===== config.mk =====
export PLATFORM = sky130hd
export DESIGN_NAME = pc_stack_register
export DESIGN_NICKNAME = d
export VERILOG_FILES = /design/src/rtl/pc_stack_register.sv
export SDC_FILE = /design/constraint.sdc
export NUM_CORES = 1
export LEC_CHECK = 0
export CAP_MARGIN = 20
export CORE_ASPECT_RATIO = 0.75
export CORE_UTILIZATION = 35
export CTS_CLUSTER_SIZE = 30
export DETAILED_ROUTE_END_ITERATION = 10
export GPL_TIMING_DRIVEN = 0
export SLEW_MARGIN = 20
export SYNTH_ARGS = -nofsm -noshare
export SYNTH_HDL_FRONTEND = slang
export SYNTH_SLANG_ARGS = --single-unit

===== constraint.sdc =====
create_clock -name clk_i -period 2.4 [get_ports clk_i]
set_input_delay 0.48 -clock clk_i [delete_from_list [all_inputs] [get_ports clk_i]]
set_output_delay 0.48 -clock clk_i [all_outputs]
set_load 0.05 [all_outputs]

===== src/rtl/pc_stack_register.sv =====
// Program-counter register with load/inc/call/ret modes and a DEPTH-entry
// hardware return-address stack with sticky overflow/underflow flags.
module pc_stack_register #(
  parameter int unsigned      WIDTH     = 16,
  parameter int unsigned      DEPTH     = 8,
  parameter logic [WIDTH-1:0] RESET_VAL = '0,
  parameter logic [WIDTH-1:0] INC_STEP  = WIDTH'(1)
) (
  input  logic                       clk_i,
  input  logic                       rst_i,
  input  logic                       en_i,
  input  logic                       load_i,
  input  logic                       inc_i,
  input  logic                       call_i,
  input  logic                       ret_i,
  input  logic                       err_clr_i,
  input  logic [WIDTH-1:0]           d_i,
  output logic [WIDTH-1:0]           q_o,
  output logic [$clog2(DEPTH+1)-1:0] sp_o,
  output logic                       full_o,
  output logic                       empty_o,
  output logic                       ovf_o,
  output logic                       unf_o
);

  localparam int unsigned SW = $clog2(DEPTH + 1);

  logic [WIDTH-1:0] q_q, q_d;
  logic [SW-1:0]    sp_q, sp_d;
  logic             ovf_q, ovf_d;
  logic             unf_q, unf_d;
  logic [WIDTH-1:0] stack_q [DEPTH];
  logic [WIDTH-1:0] stack_d [DEPTH];

  logic             full, empty;
  logic             do_ret, do_call, do_load, do_inc;
  logic             ret_ok, ret_err, call_ok, call_err;
  logic [WIDTH-1:0] inc_val;
  logic [WIDTH-1:0] stack_top;

  assign full  = (sp_q == SW'(DEPTH));
  assign empty = (sp_q == '0);

  // One mode per cycle: ret > call > load > inc.
  assign do_ret  = en_i & ret_i;
  assign do_call = en_i & ~ret_i & call_i;
  assign do_load = en_i & ~ret_i & ~call_i & load_i;
  assign do_inc  = en_i & ~ret_i & ~call_i & ~load_i & inc_i;

  assign ret_ok   = do_ret & ~empty;
  assign ret_err  = do_ret & empty;
  assign call_ok  = do_call & ~full;
  assign call_err = do_call & full;

  assign inc_val = q_q + INC_STEP;

  always_comb begin
    stack_top = '0;
    for (int unsigned i = 0; i < DEPTH; i++) begin
      if (sp_q == SW'(i + 1)) begin
        stack_top = stack_q[i];
      end
    end
  end

  always_comb begin
    q_d = q_q;
    if (ret_ok) begin
      q_d = stack_top;
    end else if (call_ok || do_load) begin
      q_d = d_i;
    end else if (do_inc) begin
      q_d = inc_val;
    end
  end

  always_comb begin
    sp_d = sp_q;
    if (ret_ok) begin
      sp_d = sp_q - SW'(1);
    end else if (call_ok) begin
      sp_d = sp_q + SW'(1);
    end
  end

  always_comb begin
    stack_d = stack_q;
    if (call_ok) begin
      for (int unsigned i = 0; i < DEPTH; i++) begin
        if (sp_q == SW'(i)) begin
          stack_d[i] = inc_val;
        end
      end
    end
  end

  // A new error event outranks a same-cycle clear.
  always_comb begin
    ovf_d = ovf_q;
    unf_d = unf_q;
    if (err_clr_i) begin
      ovf_d = 1'b0;
      unf_d = 1'b0;
    end
    if (call_err) begin
      ovf_d = 1'b1;
    end
    if (ret_err) begin
      unf_d = 1'b1;
    end
  end

  always_ff @(posedge clk_i or negedge rst_i) begin
    if (!rst_i) begin
      q_q   <= RESET_VAL;
      sp_q  <= '0;
      ovf_q <= 1'b0;
      unf_q <= 1'b0;
      for (int unsigned i = 0; i < DEPTH; i++) begin
        stack_q[i] <= '0;
      end
    end else begin
      q_q     <= q_d;
      sp_q    <= sp_d;
      ovf_q   <= ovf_d;
      unf_q   <= unf_d;
      stack_q <= stack_d;
    end
  end

  assign q_o     = q_q;
  assign sp_o    = sp_q;
  assign full_o  = full;
  assign empty_o = empty;
  assign ovf_o   = ovf_q;
  assign unf_o   = unf_q;

endmodule


Yosys cells after proc, flatten, opt, wreduce, memory -nomap -nowiden. Cells that the tools add are included.

Memories: 0. Word-level logic and storage cells: 69. Output and inout bits: 24. Bits in registers: 150. Memory bits (read-only): 0. Input port bits: 24. RAM bits: 0. Latch bits: 0.

$lt $le $gt $ge: 0. Multipliers: 0. $add $sub $neg: 3. Eq/ne operators: 8. Muxes and demuxes: 16. Div/mod/pow operators: 0. Reductions and logical operators: 14. Shifts and indexed selects: 0. Bitwise gates (word level): 16.

Operators with widths (count): 2-to-1 mux 16 bit (11); adder 16 x 1 -> 16 bit, second input constant (1); equality test 4 x 3 -> 1 bit, second input constant (4); AND reduction 2 bit (8); bitwise AND 1 bit (11); equality test 4 x 2 -> 1 bit, second input constant (2); 2-to-1 mux 4 bit (2); nonzero test 2 bit (3); NOT 1 bit (5); adder 4 x 1 -> 4 bit, second input constant (1); equality test 4 x 1 -> 1 bit, second input constant (1); equality test 4 bit, second input constant (1); zero test 4 bit (1); subtractor 4 x 1 -> 4 bit, second input constant (1); 2-to-1 mux 1 bit (3); nonzero test 3 bit (1); logical OR 1 bit (1).

Longest topological paths before layout.
Depth in word-level cells: 10. Depth in mapped cells: 10. Depth with buffers taken out: 9.

Least setup slack after synthesis. Ideal clock, no wire load.

Kind: register to register. From: register sp_q[0] (netlist: sp_o[0]). To: register stack_q[21] (netlist name). Stages on the path, launching flop included: 11. Data arrival time: 2564 ps. Library setup time: 144 ps. Path buffers: 1. Clock period less this slack: 2708 ps. Path slack: -308 ps. Data required time: 2256 ps. Cell sequence: dfrtp_1 -> inv_1 -> ha_1 -> nor2b_1 -> nand2_1 -> inv_2 -> nor2_1 -> nand3_1 -> clkbuf_1 -> nand2_1 -> o21ai_0.

Word-level cells in the longest chain between the ends: 4. Elaborated cells between the ends (all ways): 5. Classes of those cells: 2 x eq/ne; 2 x bitwise; 1 x reduce/logical.

Ends and longest elaborated chain: start: declaration (line 29) `logic [SW-1:0] sp_q, sp_d;`; start signal: assignment (line 124) `sp_q <= sp_d;`; equality test 4 bit (line 41) `assign full = (sp_q == SW'(DEPTH));`; via full_o (line 20) `output logic full_o,`; NOT 1 bit (line 52) `assign call_ok = do_call & ~full;`; bitwise AND 1 bit (line 52); AND reduction 2 bit (no line); end signal: assignment (line 127) `stack_q <= stack_d;`; end: declaration (line 32) `logic [WIDTH-1:0] stack_q [DEPTH];`.

The timed path passes the listed nets, and every way through them passes these cells. A chain may end at the register's enable or synchronous reset.

Final worst setup path.
From: register sp_q[0] (netlist: sp_o[0]). To: output empty_o.

Word-level cells in the longest chain between the ends: 1.

Ends and longest elaborated chain: zero test 4 bit (line 42) `assign empty = (sp_q == '0);`; end: declaration (line 21) `output logic empty_o,`.

No other way between the ends.

==> results.py <==
metrics = {
    "run_status": {
        "outcome": "finished, final reports clean",
    },
    "setup_path": {
        "worst-path-buf-inv": 4,
        "path_class": "reg2out",
        "worstPathRequired_ns": 1.92,
        "critPathArrivalTime_ns": 1.88,
        "slowest_stage": "dfrtp_2",
        "critPathLaunchType": "flop",
        "crit_start": "sp_o[0]",
        "path_common_cell": "inv_1",
        "worst_path_dominant_cell_family": "buffers and inverters",
        "end_kind": "output port",
        "crit_path_max_fanout": 10,
        "r2r-start": "sp_o[1]",
        "crit_chain": "inv_1 > ha_4 > clkbuf_8 > nand2_1 > inv_1 > buf_4",
        "critical-path-max-stage-delay_ns": 0.45,
    },
    "routing": {
        "routed_wl_mm": 25.36,
        "post_drt_wl_per_cell_um": 21.51,
        "viasPerCell": 5.829,
        "drc": 0,
        "vias": 6872,
        "firstDrtPassIters": 6,
        "first_iter_violations": 875,
        "ant_nets": 0,
    },
    "timing": {
        "setup_viol": 0,
        "clock_skew_ns": 0.008917,
        "fin_crit_ns": 2.363,
        "tns_ns": 0,
        "worstMarginPinSlew_ns": 0.9694,
        "min_period_over_period_pct": 98.48,
        "finalMaxSlewViolations": 0,
        "max_freq_mhz": 423.1,
        "finalHoldViolCount": 0,
        "slew_headroom_pct": 34.91,
        "rsz0062_at_grt": "yes",
    },
    "synth": {
        "synth_fp_nets": 832,
        "netlist_area_um2": 7278,
        "synth_edf_count": 0,
        "yosysTopAreaCell": "dfrtp_1",
        "synth_top_area_share_pct": 51.57,
        "ys_seq_area_share_pct": 51.57,
        "synth.most_common_cell": "dfrtp_1",
        "synth_common_cells": "dfrtp_1, nand2_1, o21ai_0",
        "ys_seq_elements": 150,
        "syn_avg_cell_area_um2": 9.064,
        "synth_area_leaders": "dfrtp_1, o21ai_0, nand2_1",
        "ys_warn_count": 0,
        "synth-async-reset-ratio_pct": 100.0,
        "synthDistinctLibCells": 66,
        "syn_inst": 803,
        "synth_ff_type": "dfrtp_1",
    },
    "worst_hold_path": {
        "worstHoldPathType": "reg2reg",
        "hp-start": "stack_q[63]",
    },
    "power": {
        "power_leakage_uw": 0.003806,
        "irDropWorstVdd_uv": 526.6,
        "powerDensity_nw_per_um2": 1367,
    },
    "clocking": {
        "cts_buffers": 17,
        "cts-htree-levels": 4,
        "cts_root_buf": "clkbuf_16",
        "cts_buffer_depth": 2,
        "clkTransAtPathRegs_ns": 0.06,
        "cts.sinks": 150,
        "clk_latency_ns": 0.43,
        "cts_tree": "done",
    },
    "global_route": {
        "overflow": 0,
        "antenna_found_initial": 0,
        "grt_pass1_wl_mm": 38.28,
        "grt_pass1_vias": 6420,
        "grt_max_degree": 95,
        "grt_usage_pct": 24.05,
    },
    "place": {
        "placedCellCount": 1133,
        "port_buffers": 47,
        "hpwl_mm": 18.20,
        "globalplace.congestion": 0.9387,
    },
    "layout": {
        "area_growth_pct": 25.51,
        "seqCellArea_um2": 3757,
        "final_util_pct": 44.94,
        "multiInputGateArea_um2": 3393,
        "diodes": 0,
        "final_nets": 913,
        "num-fill-cells": 1987,
        "drive_gt1_share_pct": 16.05,
        "final_cells": 1179,
    },
    "die": {
        "dieHeight_um": 126.9,
        "fp.coreArea_um2": 20330,
        "start_util_pct": 35.81,
        "io_pins": 48,
        "rows": 45,
        "die-area_um2": 21380,
        "die_w_um": 168.5,
    },
    "flow_run": {
        "drv_cap": 0,
    },
}
==> state kept, by name, indices dropped and copies added, names as in the netlist <==
signal   flops
stack_q    128
q_o         16
sp_o         4
unf_o        1
ovf_o        1
==> worst paths after layout <==
path	end	slack, ns	cells after the start
min in group asynchronous	stack_q[100]	0.57	2
min reg2reg	stack_q[63]	0.48	2
max in group asynchronous	stack_q[27]	1.00	3
max reg2reg	q_o[8]	0.05	8
max	empty_o	0.04	6
min	stack_q[63]	0.48	2
==> report_power, final <==
group,internal (uW),switching (uW)
Sequential,3570,794
Clock,1530,1070
Combinational,1940,3590
Total,7040,5450
==> what timing repair did <==
action / in CTS / in global routing
hold endpoints to repair: 17 / 0
cloned: 0 / 0
hold buffers: 1 / 0
gates resized for setup: 87 / 54
pin swaps: 1 / 5
setup buffers: 5 / 9
setup endpoints to repair: 128 / 117
==> area by class of cell <==
type	instances	share of cell area (%)
Inverter	18	0.8355
Multi-Input combinational cell	573	37.15
Sequential cell	150	41.13
Clock inverter	8	0.7944
Clock buffer	24	5.383
Buffer	61	4.095
Timing Repair Buffer	63	6.753
Tap cell	282	3.862
==> kinds of logic after synthesis <==
logic type	Yosys count	synth area share, %
AO/OA/AOI/OAI	289	24.57
XOR/XNOR	13	1.564
adder cells (fa/ha/maj)	5	0.8595
buffers and inverters	80	4.349
flip-flops	150	51.57
multiplexers	8	1.186
AND/OR/NAND/NOR	258	15.90
==> stage by stage <==
| step | total power, uW | area [um2] | worst slack [ns] | hold slack (ns) |
|---|---|---|---|---|
| 4_1_cts | 12150 | 8954 | -0.03881 | 0.4778 |
| 2_1_floorplan | 7399 | 7287 | 0.02419 | 0.1844 |
| 5_1_grt | 13130 | 9135 | -0.03547 | 0.5062 |
| 6_report | 12490 | 9135 | 0.03655 | 0.4793 |
| 3_3_place_gp | 9209 | 8110 | -6.091 | 0.4589 |
| 3_5_place_dp | 9282 | 8143 | -0.8961 | 0.4402 |
==> layout by cell type (no fill, tap or decap), drive strengths merged, types with 4 or more instances in the layout <==
| cell | synthesis | final |
|---|---|---|
| o211ai | 7 | 7 |
| clkinv | 1 | 5 |
| nand2b | 4 | 4 |
| a221oi | 25 | 25 |
| a21o | 4 | 4 |
| a21oi | 70 | 70 |
| o21ai | 120 | 120 |
| o2bb2ai | 5 | 5 |
| nand3 | 18 | 18 |
| xnor2 | 10 | 10 |
| nand3b | 7 | 7 |
| clkdlybuf4s50 | 0 | 44 |
| buf | 8 | 30 |
| a211oi | 4 | 4 |
| o22ai | 12 | 12 |
| dfrtp | 150 | 150 |
| a31oi | 6 | 6 |
| nand4 | 4 | 4 |
| ha | 5 | 5 |
| nor2 | 60 | 60 |
| mux2 | 5 | 5 |
| clkbuf | 54 | 73 |
| nand2 | 126 | 126 |
| nor4 | 6 | 6 |
| and3 | 4 | 4 |
| inv | 17 | 17 |
| o221ai | 4 | 4 |
| nor3 | 6 | 6 |
| a22oi | 5 | 5 |
| nor2b | 6 | 6 |
| and2 | 5 | 5 |
| a221o | 5 | 5 |
==> worst register-to-register path, cell delays in order (launching register included) <==
cell,delay (ns)
dfrtp_2,0.44
buf_4,0.16
ha_1,0.19
buf_2,0.22
buf_4,0.23
clkbuf_4,0.25
a2111oi_1,0.41
o21ai_0,0.18
a31oi_1,0.22
==> routing by layer <==
metal | routed length [um] | track usage (%) | vias to the layer above
li1 | - | - | 3051
met1 | 12240 | 37.12 | 3472
met2 | 10460 | 33.12 | 323
met3 | 2377 | 5.959 | 24
met4 | 233 | 5.294 | 2
met5 | 41 | 1.373 | -
Note: power is estimated with default switching activity, not from simulation.
